$ cat config.mk
export PLATFORM = sky130hd
export DESIGN_NAME = lut_div_8bit
export DESIGN_NICKNAME = d
export VERILOG_FILES = /design/src/rtl/lut_mult_pkg.sv /design/src/rtl/lut_div_step.sv /design/src/rtl/lut_div_8bit.sv
export SDC_FILE = /design/constraint.sdc
export NUM_CORES = 1
export LEC_CHECK = 0
export CAP_MARGIN = 5
export CORE_ASPECT_RATIO = 1.1
export CORE_MARGIN = 10
export CORE_UTILIZATION = 53
export DETAILED_ROUTE_END_ITERATION = 8
export PLACE_DENSITY = 0.8
export SLEW_MARGIN = 20
export SYNTH_ARGS = -nofsm -noshare
export SYNTH_HDL_FRONTEND = slang
export SYNTH_HIERARCHICAL = 1
export SYNTH_SLANG_ARGS = --single-unit
$ cat constraint.sdc
create_clock -name clk -period 3.05 [get_ports clk]
set_input_delay 0.61 -clock clk [delete_from_list [all_inputs] [get_ports clk]]
set_output_delay 0.61 -clock clk [all_outputs]
set_load 0.02 [all_outputs]
$ cat src/rtl/lut_mult_pkg.sv
// Purpose : shared types and default widths for the lut_mult_8bit /
//           lut_div_8bit pair.
// Contents: state_t  - divider FSM states {IDLE, RUN, DONE}
//           DW, CW   - product/quotient width and its counter width for
//                      the default 8-bit operand size
package lut_mult_pkg;

  localparam int BIT_WIDTH_DEF = 8;
  localparam int DW            = 2 * BIT_WIDTH_DEF;
  localparam int CW            = $clog2(DW);

  typedef enum logic [1:0] {
    IDLE = 2'd0,
    RUN  = 2'd1,
    DONE = 2'd2
  } state_t;

endpackage

$ cat src/rtl/lut_div_step.sv
// Purpose : one combinational restoring-division step.
// Ports   : p       in   BIT_WIDTH    restored partial remainder (< divisor)
//           q_msb   in   1            next dividend bit shifted into p
//           divisor in   BIT_WIDTH    constant divisor
//           p_next  out  BIT_WIDTH    partial remainder after this step
//           q_bit   out  1            quotient bit produced by this step
module lut_div_step #(
  parameter int BIT_WIDTH = 8
) (
  input  logic [BIT_WIDTH-1:0] p,
  input  logic                 q_msb,
  input  logic [BIT_WIDTH-1:0] divisor,
  output logic [BIT_WIDTH-1:0] p_next,
  output logic                 q_bit
);

  logic        [BIT_WIDTH:0] shifted;
  logic signed [BIT_WIDTH:0] trial;

  // p < divisor, so shifted < 2*divisor and the trial difference always
  // fits BIT_WIDTH+1 signed bits; its sign bit selects restore.
  assign shifted = {p, q_msb};
  assign trial   = $signed(shifted) - $signed({1'b0, divisor});
  assign q_bit   = ~trial[BIT_WIDTH];
  assign p_next  = q_bit ? trial[BIT_WIDTH-1:0] : shifted[BIT_WIDTH-1:0];

endmodule

$ cat src/rtl/lut_div_8bit.sv
// Purpose : sequential restoring divider by the constant A_const; returns
//           quotient, remainder and an exact flag for a 2*BIT_WIDTH dividend.
// Ports   : clk        in   1            rising-edge clock
//           rst_n      in   1            asynchronous active-low reset
//           in_valid   in   1            C is valid
//           in_ready   out  1            divider can accept C
//           C          in   2*BIT_WIDTH  dividend
//           out_valid  out  1            result valid
//           out_ready  in   1            consumer accepts the result
//           X          out  2*BIT_WIDTH  floor(C / A_const)
//           R          out  BIT_WIDTH    C mod A_const
//           exact      out  1            R == 0
module lut_div_8bit
  import lut_mult_pkg::*;
#(
  parameter int          BIT_WIDTH = 8,
  parameter int unsigned A_const   = 2
) (
  input  logic                   clk,
  input  logic                   rst_n,
  input  logic                   in_valid,
  output logic                   in_ready,
  input  logic [2*BIT_WIDTH-1:0] C,
  output logic                   out_valid,
  input  logic                   out_ready,
  output logic [2*BIT_WIDTH-1:0] X,
  output logic [BIT_WIDTH-1:0]   R,
  output logic                   exact
);

  localparam int                   QW      = 2 * BIT_WIDTH;
  localparam int                   KW      = $clog2(QW);
  localparam logic [BIT_WIDTH-1:0] DIVISOR = A_const[BIT_WIDTH-1:0];

  if (A_const == 0 || A_const > (1 << BIT_WIDTH) - 1) begin : g_bad_a_const
    $fatal(1, "lut_div_8bit: A_const must lie in 1..2^BIT_WIDTH-1");
  end

  state_t               state, state_nxt;
  logic [KW-1:0]        count;
  logic [QW-1:0]        q_sh;
  logic [BIT_WIDTH-1:0] p_rem;
  logic [BIT_WIDTH-1:0] p_next;
  logic                 q_bit;
  logic                 accept;
  logic                 last_step;

  assign accept    = in_valid & in_ready;
  assign last_step = (state == RUN) && (count == '0);

  lut_div_step #(
    .BIT_WIDTH(BIT_WIDTH)
  ) u_step (
    .p      (p_rem),
    .q_msb  (q_sh[QW-1]),
    .divisor(DIVISOR),
    .p_next (p_next),
    .q_bit  (q_bit)
  );

  always_ff @(posedge clk or negedge rst_n) begin
    if (!rst_n) state <= IDLE;
    else        state <= state_nxt;
  end

  always_comb begin
    state_nxt = state;
    case (state)
      IDLE:    if (accept)    state_nxt = RUN;
      RUN:     if (last_step) state_nxt = DONE;
      DONE:    if (out_ready) state_nxt = IDLE;
      default:                state_nxt = IDLE;
    endcase
  end

  always_comb begin
    in_ready  = 1'b0;
    out_valid = 1'b0;
    case (state)
      IDLE:    in_ready  = 1'b1;
      DONE:    out_valid = 1'b1;
      default: ;
    endcase
  end

  always_ff @(posedge clk or negedge rst_n) begin
    if (!rst_n) begin
      count <= '0;
      X     <= '0;
      R     <= '0;
      exact <= 1'b0;
    end else begin
      if (accept) begin
        count <= KW'(QW - 1);
      end else if (state == RUN && count != '0) begin
        count <= count - 1'b1;
      end
      // Results are captured from the final step, so they only move on DONE entry.
      if (last_step) begin
        X     <= {q_sh[QW-2:0], q_bit};
        R     <= p_next;
        exact <= (p_next == '0);
      end
    end
  end

  // Working registers: always reloaded on accept, so they carry no reset.
  always_ff @(posedge clk) begin
    if (accept) begin
      q_sh  <= C;
      p_rem <= '0;
    end else if (state == RUN) begin
      q_sh  <= {q_sh[QW-2:0], q_bit};
      p_rem <= p_next;
    end
  end

endmodule
==> results.py <==
metrics = {
    "timing": {
        "finalCritPeriodShare": 0.879,
        "final.min_clock_period_ps": 2680,
        "hold_viol": 0,
        "rsz0062_at_grt": "no",
        "slew_viol_final": 0,
        "worst_slack_ps": 371,
        "finalSetupTns_ps": 0,
        "fmax_mhz": 373,
        "whs_ps": 481,
        "skew_ps": 8.46,
        "finalSetupViolCount": 0,
    },
    "synth": {
        "synth_top_area_frac": 0.286,
        "ys_seq_area_frac": 0.522,
        "synth_top_family_by_area": "multiplexers",
        "syn_avg_cell_area_um2": 12.4,
        "syn_area_um2": 2710,
        "ys_types": 38,
        "synth_adder_area_share": 0.0489,
        "ys_ff_latch": 55,
        "synth_compound_area_frac": 0.0600,
        "synth.area.mux_share": 0.218,
        "post_synth_xor_area_fraction": 0.0231,
        "yosysWarnings": 6,
        "synthSimpleGateAreaFrac": 0.0946,
        "netlist_instances": 218,
        "synth_top_area_cell": "dfrtp_1",
        "synth_area_leaders": "dfrtp_1 (29%), edfxtp_1 (18%), mux2_2 (12%)",
    },
    "run_status": {
        "status": "finished, final reports clean",
    },
    "global_route": {
        "grt_usage": 0.134,
        "grt_pass1_vias": 1875,
        "grt_pass1_wl_mm": 9.12,
        "antenna_found_initial": 0,
        "grt_max_degree": 32,
        "grt_overflow": 0,
    },
    "floorplan": {
        "rows": 27,
        "die_h_um": 95.0,
        "start_util": 0.546,
        "io_pins": 47,
        "dieWidth_um": 88.2,
        "die_area_um2": 8380,
        "coreArea_um2": 4970,
    },
    "power_and_ir_drop": {
        "p_seq_frac": 0.377,
        "comb_power_share": 0.508,
        "p_clk_frac": 0.115,
        "vdd_drop_max_uv": 588,
        "p_leak_uw": 0.00143,
        "p_int_uw": 2280,
        "p_per_area_nw_per_um2": 1100,
        "netSwitchingPower_uw": 1400,
        "swShare": 0.380,
    },
    "clocking": {
        "clock_sinks": 55,
        "cts_root_buffer": "clkbuf_8",
        "cts_tree": "yes",
        "hold_buffers": 0,
        "cts_setup_buffers": 0,
        "cts-htree-levels": 2,
        "clk_pin_slew_ps": 100,
        "clock_path_buffers": 2,
        "cts_buffers": 5,
        "clk_latency_ps": 310,
        "ctsResizeCount": 0,
    },
    "setup_path": {
        "cp.required_ps": 3290,
        "critPathKind": "register to register",
        "cp_slowest_cell": "fa_1",
        "crit_path_max_incr_delay_ps": 460,
        "cp-end-kind": "register",
        "cp-start-kind": "register",
        "cp_cell_sequence": "fa_1 > a21o_1 > a21oi_2 > o31ai_4 > xor2_4 > mux2_2 > nor4_1 > nand2_1 > mux2i_1",
        "critPathArrivalTime_ps": 2920,
        "cp_max_fo": 10,
    },
    "run": {
        "maxCapViolCount": 0,
    },
    "route": {
        "drc_errors": 0,
        "firstDrtPassIters": 4,
        "vias": 1770,
        "drtIter0Drc": 72,
        "ant_nets": 0,
        "routed_wl_mm": 5.27,
        "avgViaCountPerCell": 5.33,
        "drt-wirelength-per-cell_um": 15.9,
    },
    "final_layout": {
        "nets": 303,
        "drive_above_1_share": 0.175,
        "stdcell_count": 332,
        "multi_input_area_um2": 1240,
        "seq_area_um2": 1420,
        "nFillCells": 374,
        "diodes": 0,
        "syn2layout_area_growth_pct": 23.9,
    },
    "placement": {
        "dp_hpwl_mm": 3.93,
        "pre_cts_ws_ps": 365,
        "gp_congestion": 0.869,
        "portBuffers": 46,
        "place_inst": 324,
    },
    "worst_hold_path": {
        "hold_class": "register to register",
    },
}
[state kept, by name (all words and copies together), names as in the netlist]
signal / cells
X: 16
q_sh: 16
R: 8
p_rem: 8
count: 4
state: 2
exact: 1
[cells by family after synthesis]
family / count (synthesis)
DFF: 55
muxes: 53
and+or+nand+nor: 48
AOI/OAI and AO/OA: 25
buffers and inverters: 20
adders and majority gates: 10
xor gates and xnor gates: 5
other: 2
[cells in the mapped netlist, drive strengths merged]
master,count
xor2,3
nor4,3
a211o,1
nand2,20
nor2,10
edfxtp,16
o21ai,3
dfrtp,31
fa,1
o31ai,1
or4,1
mux2i,5
a31oi,1
ha,9
nor3b,1
xnor2,2
nand4b,1
clkbuf,1
a211oi,1
buf,6
a21o,1
mux2,48
conb,2
and4b,1
o22ai,1
inv,13
o21a,1
nor2b,1
a21oi,14
nand2b,6
or2,2
a2111oi,1
nand3,2
dfxtp,8
[power by group through the flow]
stage	clock network, uW	registers, uW	logic [uW]
floorplan	0	1530	1130
global placement	0	1400	1850
detailed placement	0	1410	1890
CTS	438	1390	1900
global route	465	1440	2090
finish	424	1390	1870
[stage by stage]
step / power [uW] / util / area [um2]
floorplan: 2660 / - / 2730
finish: 3690 / 0.676 / 3360
global route: 3990 / 0.676 / 3360
CTS: 3730 / 0.676 / 3360
detailed placement: 3290 / 0.657 / 3260
global placement: 3250 / 0.657 / 3260
[worst paths after layout]
check,start,to,slack [ps],cells after the start
max,p_rem[0],exact,370,9
min,q_sh[1],X[2],480,1
max reg2reg,p_rem[0],exact,370,9
min reg2reg,q_sh[1],X[2],480,1
max in group asynchronous,rst_n,X[5],2070,2
min in group asynchronous,rst_n,X[13],680,2
[cells in the final DEF, fill, tap and decap left out, drive strengths merged, types with 2 or more instances in the layout]
master and instances:
o21ai 3, mux2i 5, buf 3, ha 9, or2 2, nand2 20
edfxtp 16, dfxtp 8, dfrtp 31, clkdlybuf4s50 46, nand2b 6, clkbuf 6
xnor2 2, xor2 3, nand3 2, a21oi 14, nor4 3, mux2 48
inv 14, conb 8, nor2 10
[worst max-delay path, delay by kind of cell (launching register included)]
kind	cells	cell delay, ps
AO/OA/AOI/OAI	3	540
multiplexers	2	520
adder cells (fa/ha/maj)	1	460
AND/OR/NAND/NOR	2	400
flip-flops	1	360
XOR/XNOR	1	340
[layer usage]
metal | wire length, um | track usage
met5 | 0 | 0
met4 | 57 | 0.0432
met3 | 390 | 0.0538
met1 | 2270 | 0.164
met2 | 2550 | 0.211
[final cells by class]
type,instances,share of cell area
clock buffer,6,0.0246
multi-input combinational,149,0.369
sequential,55,0.422
clock inverter,2,0.00447
timing repair buffer,49,0.144
inverter,13,0.0145
tap,58,0.0216
(Power assumes the default switching activity.)
